### src/rtl/game_event_arbiter.sv
// Per-frame event arbiter: latches collision requests during a frame, commits at most one
// at startOfFrame, and owns the lives/score/fruits counters plus the game countdown timer.
module game_event_arbiter #(
    parameter int FRAMES_PER_SEC = 30,
    parameter int GAME_SECONDS   = 90,
    parameter int INVULN_FRAMES  = 30,
    parameter int FRUIT_SCORE    = 1
) (
    input  logic       clk,
    input  logic       reset,
    input  logic       startOfFrame,
    input  logic       game_on,
    input  logic       hit_monster,
    input  logic       hit_missile,
    input  logic       fruit_eaten,
    output logic [1:0] livesCounter,
    output logic [3:0] scoreCounter,
    output logic [3:0] fruitsCounter,
    output logic [6:0] secondsLeft,
    output logic       timer_end,
    output logic       SingleHitPulse
);

    localparam logic [4:0] FRAME_LAST   = 5'(FRAMES_PER_SEC - 1);
    localparam logic [6:0] SECONDS_INIT = 7'(GAME_SECONDS);
    localparam logic [5:0] INVULN_LOAD  = 6'(INVULN_FRAMES);
    localparam logic [4:0] SCORE_STEP   = 5'(FRUIT_SCORE);
    localparam logic [3:0] FRUITS_MAX   = 4'd10;

    // Bit 0 = monster, bit 1 = missile, bit 2 = fruit.
    logic [2:0] req;
    logic [2:0] pending_reg, pending_next;

    logic [1:0] lives_reg, lives_next;
    logic [3:0] score_reg, score_next;
    logic [3:0] fruits_reg, fruits_next;
    logic [6:0] seconds_reg, seconds_next;
    logic       timer_end_reg, timer_end_next;
    logic       pulse_reg, pulse_next;
    logic [5:0] invuln_reg, invuln_next;
    logic [4:0] frame_reg, frame_next;

    logic       tick;
    logic       frozen;
    logic       vulnerable;
    logic [4:0] score_sum;

    assign req = {fruit_eaten, hit_missile, hit_monster};

    // A startOfFrame drops the old pending set and keeps only same-cycle requests,
    // which therefore belong to the next frame.
    genvar gi;
    generate
        for (gi = 0; gi < 3; gi++) begin : g_pending
            assign pending_next[gi] = game_on &
                (startOfFrame ? req[gi] : (pending_reg[gi] | req[gi]));
        end
    endgenerate

    assign tick       = startOfFrame & game_on;
    assign frozen     = (lives_reg == 2'd3) | timer_end_reg;
    assign vulnerable = (invuln_reg == 6'd0);
    assign score_sum  = {1'b0, score_reg} + SCORE_STEP;

    always_comb begin
        lives_next     = lives_reg;
        score_next     = score_reg;
        fruits_next    = fruits_reg;
        seconds_next   = seconds_reg;
        timer_end_next = timer_end_reg;
        pulse_next     = 1'b0;
        invuln_next    = invuln_reg;
        frame_next     = frame_reg;

        if (tick) begin
            if (!vulnerable) begin
                invuln_next = invuln_reg - 6'd1;
            end
            if (!frozen) begin
                if (pending_reg[0] && vulnerable) begin
                    lives_next  = 2'd3;
                    pulse_next  = 1'b1;
                    invuln_next = INVULN_LOAD;
                end else if (pending_reg[1] && vulnerable) begin
                    lives_next  = (lives_reg == 2'd3) ? 2'd3 : lives_reg + 2'd1;
                    pulse_next  = 1'b1;
                    invuln_next = INVULN_LOAD;
                end else if (pending_reg[2] && (fruits_reg != FRUITS_MAX)) begin
                    fruits_next = fruits_reg + 4'd1;
                    score_next  = (score_sum > 5'd15) ? 4'd15 : score_sum[3:0];
                end
            end
            // Countdown: one second every FRAMES_PER_SEC frames, stopping at zero.
            if (!timer_end_reg) begin
                if (frame_reg == FRAME_LAST) begin
                    frame_next = 5'd0;
                    if (seconds_reg != 7'd0) begin
                        seconds_next = seconds_reg - 7'd1;
                    end
                    if (seconds_reg == 7'd1) begin
                        timer_end_next = 1'b1;
                    end
                end else begin
                    frame_next = frame_reg + 5'd1;
                end
            end
        end
    end

    always_ff @(posedge clk) begin
        if (reset) begin
            pending_reg   <= 3'd0;
            lives_reg     <= 2'd0;
            score_reg     <= 4'd0;
            fruits_reg    <= 4'd0;
            seconds_reg   <= SECONDS_INIT;
            timer_end_reg <= 1'b0;
            pulse_reg     <= 1'b0;
            invuln_reg    <= 6'd0;
            frame_reg     <= 5'd0;
        end else begin
            pending_reg   <= pending_next;
            lives_reg     <= lives_next;
            score_reg     <= score_next;
            fruits_reg    <= fruits_next;
            seconds_reg   <= seconds_next;
            timer_end_reg <= timer_end_next;
            pulse_reg     <= pulse_next;
            invuln_reg    <= invuln_next;
            frame_reg     <= frame_next;
        end
    end

    assign livesCounter   = lives_reg;
    assign scoreCounter   = score_reg;
    assign fruitsCounter  = fruits_reg;
    assign secondsLeft    = seconds_reg;
    assign timer_end      = timer_end_reg;
    assign SingleHitPulse = pulse_reg;

endmodule

### config.mk
export PLATFORM = sky130hd
export DESIGN_NAME = game_event_arbiter
export DESIGN_NICKNAME = d
export VERILOG_FILES = /design/src/rtl/game_event_arbiter.sv
export SDC_FILE = /design/constraint.sdc
export NUM_CORES = 1
export LEC_CHECK = 0
export CORE_UTILIZATION = 56
export DETAILED_ROUTE_END_ITERATION = 7
export PLACE_DENSITY = 0.85
export SLEW_MARGIN = 20
export SYNTH_ARGS = -nofsm -noshare
export SYNTH_HDL_FRONTEND = slang
export SYNTH_SLANG_ARGS = --single-unit
### constraint.sdc
create_clock -name clk -period 4.52 [get_ports clk]
set_input_delay 0.904 -clock clk [delete_from_list [all_inputs] [get_ports clk]]
set_output_delay 0.904 -clock clk [all_outputs]
set_load 0.02 [all_outputs]
; Word level (Yosys, flattened, before mapping)
; Cells that the tools add are included.
[totals]
input_bits = 7
output_inout_bits = 19
ff_bits = 33
wordCells = 61
[op_classes]
bitwise = 13
n_lt_le_gt_ge = 1
add_sub_neg = 6
n_reduce_logical = 11
eq_ne = 4
mux = 17
[ops]
columns = cell, count
row1 = $mux 6, 4
row2 = $mux 1, 8
row3 = $eq 7x1->1 const B, 1
row4 = $reduce_bool 7->1, 1
row5 = $sub 7x1->7 const B, 1
row6 = $logic_not 6->1, 1
row7 = $mux 2, 3
row8 = $sub 6x1->6 const B, 1
row9 = $add 4x1->5 const B, 1
row10 = $add 5x1->5 const B, 1
row11 = $eq 5x5->1 const B, 1
row12 = $gt 5x4->1 const B, 1
row13 = $mux 5, 1
row14 = $not 1->1, 5
row15 = $reduce_and 5->1, 1
row16 = $add 4x1->4 const B, 1
row17 = $and 1x1->1, 4
row18 = $mux 4, 1
row19 = $ne 4x4->1 const B, 1
row20 = $or 1x1->1, 4
row21 = $reduce_and 4->1, 1
row22 = $logic_and 1x1->1, 3
row23 = $reduce_and 3->1, 1
row24 = $reduce_or 3->1, 1
row25 = other kinds (4), 4

; Longest topological paths before layout
; Gate-level depths: netlist (run 1).
[logic_depth]
word_depth = 5
mapped_depth = 6
depth_no_buf = 6

; Worst setup path before layout (run 1)
; No wires, ideal clock.
[synth_timing]
path_type = input port to flip-flop
start = in game_on
end = reg fruits_reg[3], in the netlist fruitsCounter[3]
cell_stages = 5
required_ps = 4450
n_path_buf = 1
setup_slack_ps = 2471
setup_time_ps = 70
t_arrival_ps = 1979
cell_sequence = and3b_1 buf_2 o2111ai_2 or4_1 a21oi_1
[synth_between]
elab_chain_len = 2
[synth_lines]
columns = item, line_no
row1 = "start, declared", 12  ; input logic game_on,
row2 = $and 1x1->1, 60  ; assign tick = startOfFrame & game_on;
row3 = $reduce_and 5->1 (no line), n/a
row4 = "end signal, assigned", 125  ; fruits_reg <= fruits_next;
row5 = "end, declared", 36  ; logic [3:0] fruits_reg, fruits_next;
; Every way passes these cells.
; A chain may end at the register's enable or synchronous reset.

; Worst setup path in the final report (run 1)
; Same ends and word-level chain as after synthesis.

==> key figures, run 1 <==
Outcome
  • Status: completed

Clock tree
  • Clock root cell: clkbuf_4
  • # clock sinks: 33
  • CTS HTree Levels: 2
  • CTS max path bufs: 2
  • CTS hold repair buffers: 0
  • Clk pin slew, worst setup/hold paths: 0.10 ns
  • CTS tree: done
  • Clk_lat worst skew: 0.33 ns
  • CTS resizes: 0
  • Total CTS buffers: 5
  • Post-CTS Setup Bufs: 0

STA
  • Final period util: 0.609
  • Fin. max-slew vios: 0
  • Slew HR: 0.394
  • Fmax: 363 MHz
  • Clock Skew: 0.00468 ns
  • RSZ-0062 raised after global routing: no
  • Final Setup Violations: 0
  • Worst-margin pin slew: 0.906 ns
  • Final hold violations: 0
  • Worst hold slack: 0.505 ns
  • Min cycle time layout: 2.75 ns
  • Setup TNS: 0 ns
  • Final WS setup: 1.77 ns

Route
  • Routed vias/inst: 5.96
  • Vias: 1388
  • Drt pass-1 iters: 4
  • WL/cell: 14.9 um
  • Post-DRT Antenna Nets: 0
  • Routed wire length: 3470 um
  • Starting DRC count in detailed routing: 45
  • DRC: 0

Pwr
  • Combinational group share of total power: 0.204
  • Sw Pwr: 0.186 mW
  • Static Leak: 0.696 nW
  • Power per Cell Area: 321 nW/um2
  • Sw Ratio: 0.297
  • Sequential power share: 0.528
  • Max VDD drop: 257 uV
  • Clk pwr share: 0.268
  • P_int: 0.441 mW

Critical path
  • CP Class: in2reg
  • Critical path's top delay family: simple AND/OR/NAND/NOR gates
  • Bufs and invs on worst path: 1
  • Worst path max stage delay: 0.56 ns
  • Reg-to-reg endpoint: fruitsCounter[3]
  • Crit path max-delay cell type: and3b_1
  • Critical path peak fanout: 14
  • Critical Path Source Type: input pin
  • Worst r2r path cells: 4
  • Crit. End Element: flop
  • Worst Path Required: 4.77 ns
  • Crit Reg-Reg Startpoint: timer_end
  • Crit-path cells: clkdlybuf4s50_1, and3b_1, o2111ai_2, or4_1, a21oi_1
  • Crit path DAT: 3.00 ns
  • R2R setup slack: 2.51 ns

Logic synthesis
  • Yosys reg bits: 33
  • Main synth FF type: dfxtp_1
  • Synth Area per Inst: 9.34 um2
  • Register area share after synthesis: 0.406
  • Post-synth top area share: 0.406
  • Post-synthesis net count: 191
  • Dominant cell type by area after synthesis: dfxtp_1
  • Mapped Cells: 174
  • Synth cell types: 47
  • Ys async rst share: 0
  • Ranking of synthesized cells by area: dfxtp_1 (41%), ha_1 (7.7%), a21oi_1 (4.3%), nor2_1 (4.2%), inv_1 (3.0%)
  • Number of enable flip-flop cells after synthesis: 0
  • Synth warnings: 0
  • Area of the mapped netlist: 1630 um2

Cells and area
  • Util after Layout: 0.708
  • Commonest non-fill, non-tap cell in the layout: dfxtp_1
  • Area Growth Syn to Fin: 20.1%
  • Max FFs per register: 7
  • Fin area: 1950 um2
  • Most frequent cells in the layout: dfxtp_1 (33), clkdlybuf4s50_1 (25), nor2_1 (18), a21oi_1 (14), inv_1 (13)
  • Share of cells above drive strength 1: 0.0891
  • Nets: 219
  • Layout filler cell count: 229
  • ANT cells: 0

Min path
  • HP Class: reg2reg
  • HP Start: secondsLeft[1]
  • Hold depth: 1
  • Worst Hold End: secondsLeft[1]

Floorplan
  • Die width: 55.9 um
  • Row cnt: 19
  • Die Area: 3120 um2
  • Die span in y: 55.9 um
  • Core Region: 2760 um2
  • Io pins: 26
  • Starting density of the core: 0.589

GRT
  • Gr ovfl total: 0
  • All-Layer GR Usage: 0.244
  • Vias in the first global route: 1298
  • Initial antenna violation count: 0
  • Largest net degree at the start of global routing: 27
  • First-pass GRT wire length: 5890 um

Placed design
  • Final HPWL DP: 2550 um
  • Dpl ws: 1.43 ns
  • GP Congestion: 0.786
  • Post-DP Area: 1900 um2
  • IO Port Bufs: 25

Run
  • Maxcap violations: 0
-- synthesized netlist by cell type, types with 3 or more instances --
cell type / count
a211oi_1: 3
a21oi_1: 14
a311oi_1: 4
dfxtp_1: 33
ha_1: 10
inv_1: 13
nand2_1: 8
nand3_1: 4
nor2_1: 18
nor3_1: 4
o21ai_0: 6
xnor2_1: 5
xor2_1: 5
-- layout make-up --
class | instances | area [um2] | share of cell area
Clock buffer | 7 | 55.1 | 0.0282
Inverter | 13 | 48.8 | 0.0250
Multi-Input combinational cell | 124 | 898 | 0.460
Sequential cell | 33 | 661 | 0.338
Tap cell | 31 | 38.8 | 0.0199
Timing Repair Buffer | 25 | 250 | 0.128
-- logic make-up after synthesis --
logic type                 after synthesis  share of synthesized area
and+or+nand+nor                         58                      0.205
AOI/OAI and AO/OA                       44                      0.204
DFF                                     33                      0.406
buffers and inverters                   17                     0.0408
xor gates and xnor gates                10                     0.0539
adders and majority gates               10                     0.0770
muxes                                    2                     0.0131
-- layer usage --
layer,GRT usage,vias up,routed length (um),share of wire
met4,0.111,0,31,0.0089
met5,0,-,0,0
met2,0.420,32,1770,0.51
li1,-,690,-,-
met1,0.285,662,1500,0.43
met3,0.0605,4,169,0.049
-- worst max-delay path by stage --
stage / slack (ns) / from / end / cells past startpoint
global placement: 1.53 / startOfFrame / fruitsCounter[3] / 5
floorplan: 2.47 / game_on / fruitsCounter[3] / 5
CTS: 1.78 / startOfFrame / fruitsCounter[3] / 5
finish: 1.77 / game_on / fruitsCounter[3] / 5
detailed placement: 1.43 / game_on / fruitsCounter[3] / 5
global route: 1.67 / game_on / fruitsCounter[3] / 5
-- stage by stage --
step	power, mW	cells
final	0.627	233
after global routing	0.660	233
after CTS	0.631	233
after detailed placement	0.465	226
after global placement	0.457	226
after floorplan	0.429	174
-- power by group through the flow --
stage                     Combinational, mW  Sequential [mW]  Clock, mW
after global placement                0.120            0.336          0
after CTS                             0.128            0.331      0.171
after detailed placement              0.127            0.338          0
after floorplan                      0.0938            0.335          0
final                                 0.128            0.331      0.168
after global routing                  0.141            0.334      0.185
-- worst register-to-register path: cells and delay by family, from the launching register on --
family,cells,cell delay (ns)
AO/OA/AOI/OAI,2,0.47
flip-flops,1,0.34
AND/OR/NAND/NOR,2,1.12
No activity file was read; power rests on OpenSTA's default activity.
==> run 2: changes to the inputs <==
CORE_UTILIZATION = 52   (was 56)
PLACE_DENSITY = 0.8   (was 0.85)
clock period = 2.75 ns   (was 4.52 ns; I/O delays follow)
==> run 2 against run 1 <==
  * The flow now finishes with violations (design-rule violations)
  * Via count grew 1.1%
  * Register-to-register slack got worse by 1.6 ns
  * Global-route usage down 1.2 points
  * First-iteration DRC count is 4.4% higher
  * Wire length is 2.1% higher
  * Sequential share of layout area down 0.39 points
  * Final area increased by 1.2%
  * Flip-flop and latch count did not move
  * Clock power is 68% higher
  * Core utilization fell by 1.6 points
  * Worst hold slack improved by 0.012 ns
==> key figures, run 2 (same netlist as run 1, synthesis figures left out) <==
GRT
  • Largest net degree at the start of global routing: 17 (-37%)
  • All-Layer GR Usage: 0.232 (-0.0116)
  • Met3 usage: 0.0804 (+0.0199)
  • GR Layer Usage met2: 0.356 (-0.0636)
  • Vias in the first global route: 1336 (+2.9%)
  • Met1 usage: 0.297 (+0.0122)
  • First-pass GRT wire length: 5820 um (-1.1%)
  • GR peak layer: met2
  • Initial antenna violation count: 0 (unchanged)
  • Gr ovfl total: 0 (unchanged)

STA
  • Clock Skew: 0.00564 ns (+0.000962 ns)
  • Final WS setup: 0.548 ns (-1.22 ns)
  • Fin. max-slew vios: 0 (unchanged)
  • Slew HR: 0.710 (+0.316)
  • Fmax: 454 MHz
  • Setup TNS: 0 ns (unchanged)
  • Final Setup Violations: 0 (unchanged)
  • Final hold violations: 0 (unchanged)
  • Final period util: 0.801
  • Worst-margin pin slew: 0.433 ns (-0.473 ns)
  • Min cycle time layout: 2.20 ns
  • RSZ-0062 raised after global routing: no

Route
  • Vias: 1403 (+1.1%)
  • Post-DRT Antenna Nets: 0 (unchanged)
  • Drt pass-1 iters: 6 (+2)
  • Routed wire length: 3540 um (+2.1%)
  • Starting DRC count in detailed routing: 47 (+4.4%)
  • DRC: 2 (+2)
  • WL/cell: 15.0 um (+0.81%)
  • Routed vias/inst: 5.94 (-0.20%)

Floorplan
  • Die span in y: 57.9 um (+3.6%)
  • Die width: 57.9 um (+3.6%)
  • Starting density of the core: 0.570 (-0.0196)
  • Core Region: 2850 um2 (+3.4%)
  • Die Area: 3350 um2 (+7.4%)
  • Row cnt: 19 (unchanged)
  • Io pins: 26 (unchanged)

Placed design
  • Dpl ws: 0.248 ns (-1.19 ns)
  • GP Congestion: 0.753 (-4.2%)
  • Final HPWL DP: 2550 um (-0.18%)
  • IO Port Bufs: 25 (unchanged)

Cells and area
  • Area Growth Syn to Fin: 21.5%
  • Share of cells above drive strength 1: 0.102 (+0.0133)
  • Commonest non-fill, non-tap cell in the layout: dfxtp_1
  • Nets: 222 (+1.4%)
  • ANT cells: 0 (unchanged)
  • Max FFs per register: 7 (unchanged)
  • Util after Layout: 0.692 (-0.0157)
  • Most frequent cells in the layout: dfxtp_1 (33), clkdlybuf4s50_1 (25), nor2_1 (18), a21oi_1 (14), inv_1 (13)

Clock tree
  • CTS resizes: 0 (unchanged)
  • CTS hold repair buffers: 0 (unchanged)
  • # clock sinks: 33 (unchanged)
  • CTS tree: done
  • Total CTS buffers: 5 (unchanged)
  • Post-CTS Setup Bufs: 0 (unchanged)
  • CTS max path bufs: 2 (unchanged)
  • CTS HTree Levels: 2 (unchanged)
  • Clk_lat worst skew: 0.34 ns (about the same)
  • Clock root cell: clkbuf_4
  • Clk pin slew, worst setup/hold paths: 0.10 ns (about the same)

Min path
  • HP Class: reg2reg
  • HP Start: fruitsCounter[3]

Critical path
  • CP Class: in2reg
  • Crit Reg-Reg Startpoint: frame_reg[0]
  • Critical Path Source Type: input pin
  • Worst path max stage delay: 0.54 ns (-0.02 ns)
  • Crit path max-delay cell type: clkdlybuf4s50_1
  • Crit-path cells: clkdlybuf4s50_1, and3b_1, o2111ai_2, or4_1, a21oi_1
  • Critical path's top delay family: simple AND/OR/NAND/NOR gates
  • Bufs and invs on worst path: 1 (unchanged)
  • Crit path DAT: 2.48 ns (-0.52 ns)
  • Worst Path Required: 3.03 ns (-1.74 ns)
  • Crit. End Element: flop
  • Critical path peak fanout: 8 (-6)
  • Crit. Startpoint: startOfFrame

Pwr
  • Power Total: 1.04 mW (+66%)
  • Power per Cell Area: 528 nW/um2 (+64%)
  • Max VDD drop: 380 uV (+48%)
  • Static Leak: 0.711 nW (+2.1%)

Outcome
  • Status: complete, but fails checks
  • Failing checks: design-rule violations

Run
  • Maxcap violations: 0 (unchanged)
## run 2: metal layers
metal | wire (um) | vias up | part of all wire
met5 | 0 | - | 0
met4 | 50 | 0 | 0.014
met3 | 197 | 7 | 0.056
met2 | 1690 | 40 | 0.48
met1 | 1600 | 658 | 0.45
li1 | - | 698 | -
## run 2: cell type report
type	instances	area, um2
inverters	13	48.8
multi-input cells	124	898
flip-flops and latches	33	661
clock buffers	7	55.1
fillers	226	878
well taps	31	38.8
repair buffers	28	273
## run 2: per-stage QoR
stage                     cell area, um2  hold WS [ns]  cells
final                               1970         0.517    236
after global routing                1970         0.533    236
after CTS                           1970         0.513    236
after detailed placement            1920         0.490    229
after global placement              1920         0.478    229
after floorplan                     1630         0.472    174
## run 2: final timing paths
check / slack (ns) / cells after the start / endpoint
worst max-delay path: 0.55 / 5 / fruitsCounter[3]
worst min-delay path: 0.52 / 2 / fruitsCounter[3]
worst max register to register: 0.92 / 5 / secondsLeft[5]
worst min register to register: 0.52 / 2 / fruitsCounter[3]
## run 2: report_power, final
part,switching (mW),internal (mW)
sequential,0.0374,0.506
clock,0.162,0.121
combinational,0.116,0.100
## run 2: tightest hold or removal path, delay by kind of cell, from the launching register on
| family | cells | cell delay, ns |
|---|---|---|
| flip-flops | 1 | 0.35 |
| AO/OA/AOI/OAI | 2 | 0.13 |
